$ cat src/rtl/memory_interface.sv
// Load/store alignment unit between the RV32 datapath and a word-organized data RAM.
// Produces lane enables and shifted store data, and registers extended load data.
module memory_interface (
   input  logic        clk,
   input  logic        reset,
   input  logic [31:0] addr,
   input  logic [31:0] write_data,
   input  logic [2:0]  mem_size,
   input  logic        mem_read,
   input  logic        mem_write,
   output logic [31:0] mem_addr,
   output logic [31:0] mem_data_out,
   input  logic [31:0] mem_data_in,
   output logic        mem_read_en,
   output logic        mem_write_en,
   output logic [3:0]  byte_enable,
   output logic [31:0] read_data
);

   typedef enum logic [1:0] {SZ_BYTE, SZ_HALF, SZ_WORD} size_e;

   size_e       size;
   logic        is_unsigned;
   logic        aligned;
   logic [3:0]  lane_mask;
   logic [7:0]  sel_byte;
   logic [15:0] sel_half;
   logic [31:0] load_val;

   // Reserved funct3 codes fall through to a word access.
   always_comb begin
      case (mem_size)
         3'b000, 3'b100: size = SZ_BYTE;
         3'b001, 3'b101: size = SZ_HALF;
         default:        size = SZ_WORD;
      endcase
      is_unsigned = mem_size[2] & ~mem_size[1];
   end

   assign sel_byte = 8'(mem_data_in >> {addr[1:0], 3'b000});
   assign sel_half = 16'(mem_data_in >> {addr[1], 4'b0000});

   // NOTE: every signal gets a default before the case, so no path can infer a latch.
   always_comb begin
      aligned      = 1'b1;
      lane_mask    = 4'b1111;
      mem_data_out = write_data;
      load_val     = mem_data_in;
      case (size)
         SZ_BYTE: begin
            lane_mask    = 4'b0001 << addr[1:0];
            mem_data_out = {24'b0, write_data[7:0]} << {addr[1:0], 3'b000};
            load_val     = {{24{~is_unsigned & sel_byte[7]}}, sel_byte};
         end
         SZ_HALF: begin
            aligned      = ~addr[0];
            lane_mask    = addr[1] ? 4'b1100 : 4'b0011;
            mem_data_out = addr[1] ? {write_data[15:0], 16'b0} : {16'b0, write_data[15:0]};
            load_val     = {{16{~is_unsigned & sel_half[15]}}, sel_half};
         end
         default: begin
            aligned = (addr[1:0] == 2'b00);
         end
      endcase
   end

   // Strobes and lane enables are gated by reset so the RAM sees no access while it is held.
   assign mem_addr     = {addr[31:2], 2'b00};
   assign mem_write_en = reset & aligned & mem_write;
   assign mem_read_en  = reset & aligned & mem_read & ~mem_write;
   assign byte_enable  = (reset & aligned) ? lane_mask : 4'b0000;

   // NOTE: sequential state uses non-blocking assignment so all flops update together.
   always_ff @(posedge clk or negedge reset) begin
      if (!reset)
         read_data <= '0;
      else if (mem_read_en)
         read_data <= load_val;
   end

endmodule

$ cat config.mk
export PLATFORM = sky130hd
export DESIGN_NAME = memory_interface
export DESIGN_NICKNAME = d
export VERILOG_FILES = /design/src/rtl/memory_interface.sv
export SDC_FILE = /design/constraint.sdc
export NUM_CORES = 1
export LEC_CHECK = 0
export ABC_AREA = 1
export BUFFER_PORTS_ARGS = -buffer_cell sky130_fd_sc_hd__buf_2
export CAP_MARGIN = 20
export CORE_AREA = 2 2 103 105
export CTS_BUF_LIST = sky130_fd_sc_hd__clkbuf_4 sky130_fd_sc_hd__clkbuf_8
export DETAILED_ROUTE_END_ITERATION = 10
export DIE_AREA = 0 0 105 107
export SLEW_MARGIN = 40
export SYNTH_ARGS = -nofsm -noshare
export SYNTH_HDL_FRONTEND = slang
export SYNTH_SLANG_ARGS = --single-unit
$ cat constraint.sdc
create_clock -name clk -period 1.4 [get_ports clk]
set_input_delay 0.28 -clock clk [delete_from_list [all_inputs] [get_ports clk]]
set_output_delay 0.28 -clock clk [all_outputs]
set_load 0.02 [all_outputs]
### After elaboration in Yosys (flattened, before gate mapping)

Index checks and enable logic that the tools add are counted.

* div/mod/pow operators: 0
* reductions and logical operators: 5
* multiplexer cells: 8
* bitwise gates (word level): 11
* shift operators: 4
* magnitude comparators: 0
* $mul: 0
* $add $sub $neg: 0
* equal/unequal tests: 4

Operators with widths (count)
* 32-bit case mux with 2 select lines: 2
* 32-bit 2-to-1 mux: 1
* 8-bit by 5-bit << shifter with 32-bit output: 1
* 32-bit by 5-bit right shift with 16-bit output: 1
* 32-bit by 5-bit right shift with 8-bit output: 1
* 4-bit 2-to-1 mux: 2
* 4-bit case mux with 2 select lines: 1
* 1-bit bitwise AND: 7
* 3-bit == test (second input constant): 2
* 2-bit zero test: 2
* 1-bit inverter: 4
* 2-bit case mux with 2 select lines: 1
* 2-bit OR reduction: 2
* 1-bit by 2-bit << shifter with 4-bit output (first input constant): 1
* 3-bit by 1-bit == test with 1-bit output (second input constant): 1
* 3-bit zero test: 1
* 2-bit by 1-bit == test with 1-bit output (second input constant): 1
* 1-bit case mux with 2 select lines: 1

* output and inout bits: 102
* ROM bits: 0
* memories: 0
* memory bits (writable): 0
* bits in latches: 0
* register bits after elaboration: 32

### Depth between registers and ports, before layout

* depth after elaboration: 8
* mapped depth: 11
* depth with buffers taken out: 10

### Worst setup path after synthesis

No wires, ideal clock.

* path type: input-to-output
* start: input mem_size[1]
* end: output mem_data_out[16]
* path slack: -0.263 ns
* stages: 8
* path buffers: 3
* data arrival time: 1.383 ns
* cell sequence: buf_6 > nor2_4 > buf_6 > nand3_4 > nand2_4 > buf_6 > inv_4 > o31ai_2

* longest elaborated chain between the ends: 5
* elaborated cells on any way between the ends: 10
* classes of those cells: eq/ne (4); mux (2); reduce/logical (4)

Ends and longest elaborated chain
* start: declaration: line 8 `input logic [2:0] mem_size,`
* 3-bit by 1-bit == test with 1-bit output (tied with other cells): line 32 `case (mem_size)`
* 2-bit OR reduction: line 32
* 2-bit case mux with 2 select lines *: line 32
* 2-bit by 1-bit == test with 1-bit output / 2-bit zero test (equally long branches): line 49 `case (size)`
* 32-bit case mux with 2 select lines *: line 49
* end: declaration: line 12 `output logic [31:0] mem_data_out,`

Mark *: on every way between the ends. The rest lies on a longest branch, timed or not.

### Worst setup path in the final report

* start: input mem_size[1]
* end: output mem_data_out[22]

The elaborated chain is that of the path after synthesis.

==> metrics <==
Peak Freq 661 MHz; violated checks setup timing; area added between synthesis and finish 48.6%; power consumption 4.07 mW; clk root buf clkbuf_8; final WL 10.6 mm; chip height 107 um; Flop pwr share 0.309; top cell type's share of synthesized area 0.269; fill count 1089; dpl hpwl 8.41 mm; Largest Register read_data; compound-cell area share of the yosys netlist 0.0723; Total GRT Usage 0.190; Max Root-Sink Buffers 2; Min-Delay Path Class in -> async; # DRC 0; Most used DFF post-synth dfrtp_1; largest fanout on the critical path 4; metal2 WL 4.94 mm; Synth Area in XOR/XNOR 0; sequential share of the synthesized area 0.269; most frequent cell after synthesis nand2_1; RSZ-0062 raised after global routing yes; DRT Pass-1 Iters 6; Pwr Density 919 nW/um2; R2R cell count 3; Placer Congestion 0.839; Final Cycle Share 1.08; arrival time worst endpoint 1.23 ns; final worst slack -0.112 ns; max-cap viol count 0; clock power share 0.246; max reg flops 32; final number of hold-violating endpoints 0; Clock Sinks 32; worst flop-to-flop path endpoint read_data[8]$_DFFE_PN0P_; type of destination of the critical path output pin; NetSw 1.57 mW; initial antenna violation count 0; met3 wire length 708 um; Max IR drop VDD 359 uV; nets 715; Core Area 10100 um2; Max Clock Skew 0 ns; clk_lat worst skew 0.29 ns; Syn. warnings 0; post-synthesis mux area share 0; Internal Pwr Total 2.50 mW; die area 11200 um2; CTS tree done; layout cells sized above 1 0.413; ANT nets after route 0; met1 wire length 4.71 mm; Synth Register Bits 32; Combinational Power Share 0.445; H-tree depth 2; run status finished with violations; Synth cell types 35; initial drt markers 129; EDFF count, synth 0; Top Metal Used met4; final setup fails 36; wire length per cell 14.1 um; critical setup path kind in -> out; PortBufs 142; combinational family with the most area after synthesis simple AND/OR/NAND/NOR gates; Post-synth top cells nand2_1 (151), inv_1 (70), nand3_1 (44); Largest regs read_data: 32 flops; hold_ws 0.133 ns; R2R setup slack 0.54 ns; Net Sw Frac 0.386; num ports 205; row cnt 37; first-pass GRT wire length 16.9 mm; worst r2r src read_data[8]$_DFFE_PN0P_; Synth Area in Adders 0; async set-reset flop share out of synthesis 1.00; ranking of synthesized cells by area dfrtp_1 (27%), nand2_1 (19%), inv_1 (8.8%), buf_4 (8.3%), nand3_1 (7.4%); Req. time, crit path 1.12 ns; Mapped Cells 467; Synth Area per Inst 6.37 um2; fin crit period 1.51 ns; CTS Buf Count 5; starting density of the core 0.295; # diodes 0; Synth area leader dfrtp_1; Clock Pin Slew Worst Setup and Hold Paths 0.07 ns; max-slew violations 0; die width 105 um; Vias 3293; leakage power 2.52 nW; post-DR vias/cell 4.40; vias in the first global route 3346; largest net degree at the start of global routing 33; Worst Setup Start Kind input port; Syn Std Cell Area 2980 um2; Post-Synth Simple-Gate Area 0.418; grt total ovfl 0
through the flow:
stage	TNS, ns	setup slack (ns)	instance area [um2]	std cells	utilization
after global routing	-4.38	-0.168	4420	749	0.438
final	-2.68	-0.112	4420	749	0.438
after global placement	-7.18	-0.227	3860	731	0.382
after floorplan	-2.23	-0.164	3060	468	-
after detailed placement	-8.17	-0.227	3860	731	0.382
after CTS	-1.93	-0.129	4290	745	0.425
how the worst max path moves through the flow:
stage,from,endpoint
floorplan,mem_size[1],mem_data_out[16]
global placement,mem_size[1],mem_data_out[25]
detailed placement,mem_size[1],mem_data_out[17]
CTS,mem_size[1],mem_data_out[22]
global route,mem_size[1],mem_data_out[29]
finish,mem_size[1],mem_data_out[22]
cell usage in the layout (no fill, tap or decap), drive strengths merged:
cell type / n
o22ai: 1
o21ai: 11
a22oi: 1
clkinv: 1
o21bai: 1
bufinv: 1
clkbuf: 7
a21oi: 3
dfrtp: 32
nand3: 48
or2: 23
buf: 186
a31oi: 1
nand2: 157
conb: 2
o211ai: 7
o31ai: 3
nor3: 1
nor2: 48
inv: 79
power by group through the flow:
stage	logic (mW)	clock network, mW	registers, mW
after CTS	1.78	1.02	1.26
after floorplan	0.853	0	1.56
after global placement	1.66	0	1.27
final	1.81	0.999	1.26
after global routing	1.99	1.06	1.29
after detailed placement	1.66	0	1.28
cells by family after synthesis:
logic type	count (synthesis)
and+or+nand+nor	276
other	1
buffers and inverters	130
DFF	32
AOI/OAI and AO/OA	28
what timing repair did:
item,CTS,global route
hold buffers,0,0
endpoints found under the setup margin,38,38
pin swaps,12,10
gates resized for setup,76,21
gates cloned,1,1
buffers inserted,5,3
cell type report:
class | instances | area [um2] | share of cell area
timing repair buffer | 186 | 1320 | 0.297
sequential | 32 | 801 | 0.181
inverter | 80 | 318 | 0.0719
clock inverter | 1 | 30.0 | 0.00679
multi-input combinational | 307 | 1690 | 0.383
clock buffer | 7 | 96.3 | 0.0218
tap | 136 | 170 | 0.0385
worst max-delay path, cell delays in order:
cell     delay, ns
buf_8         0.11
buf_12        0.12
nor2_4        0.12
nand2_4       0.10
nand2_8       0.12
inv_8         0.05
o31ai_4       0.18
buf_6         0.15
metal layers:
layer  track usage  vias to the layer above
met5             0                        -
met4        0.0590                        0
met3        0.0511                       25
met2         0.310                      112
met1         0.246                     1495
li1              -                     1661
(Power assumes the default switching activity.)
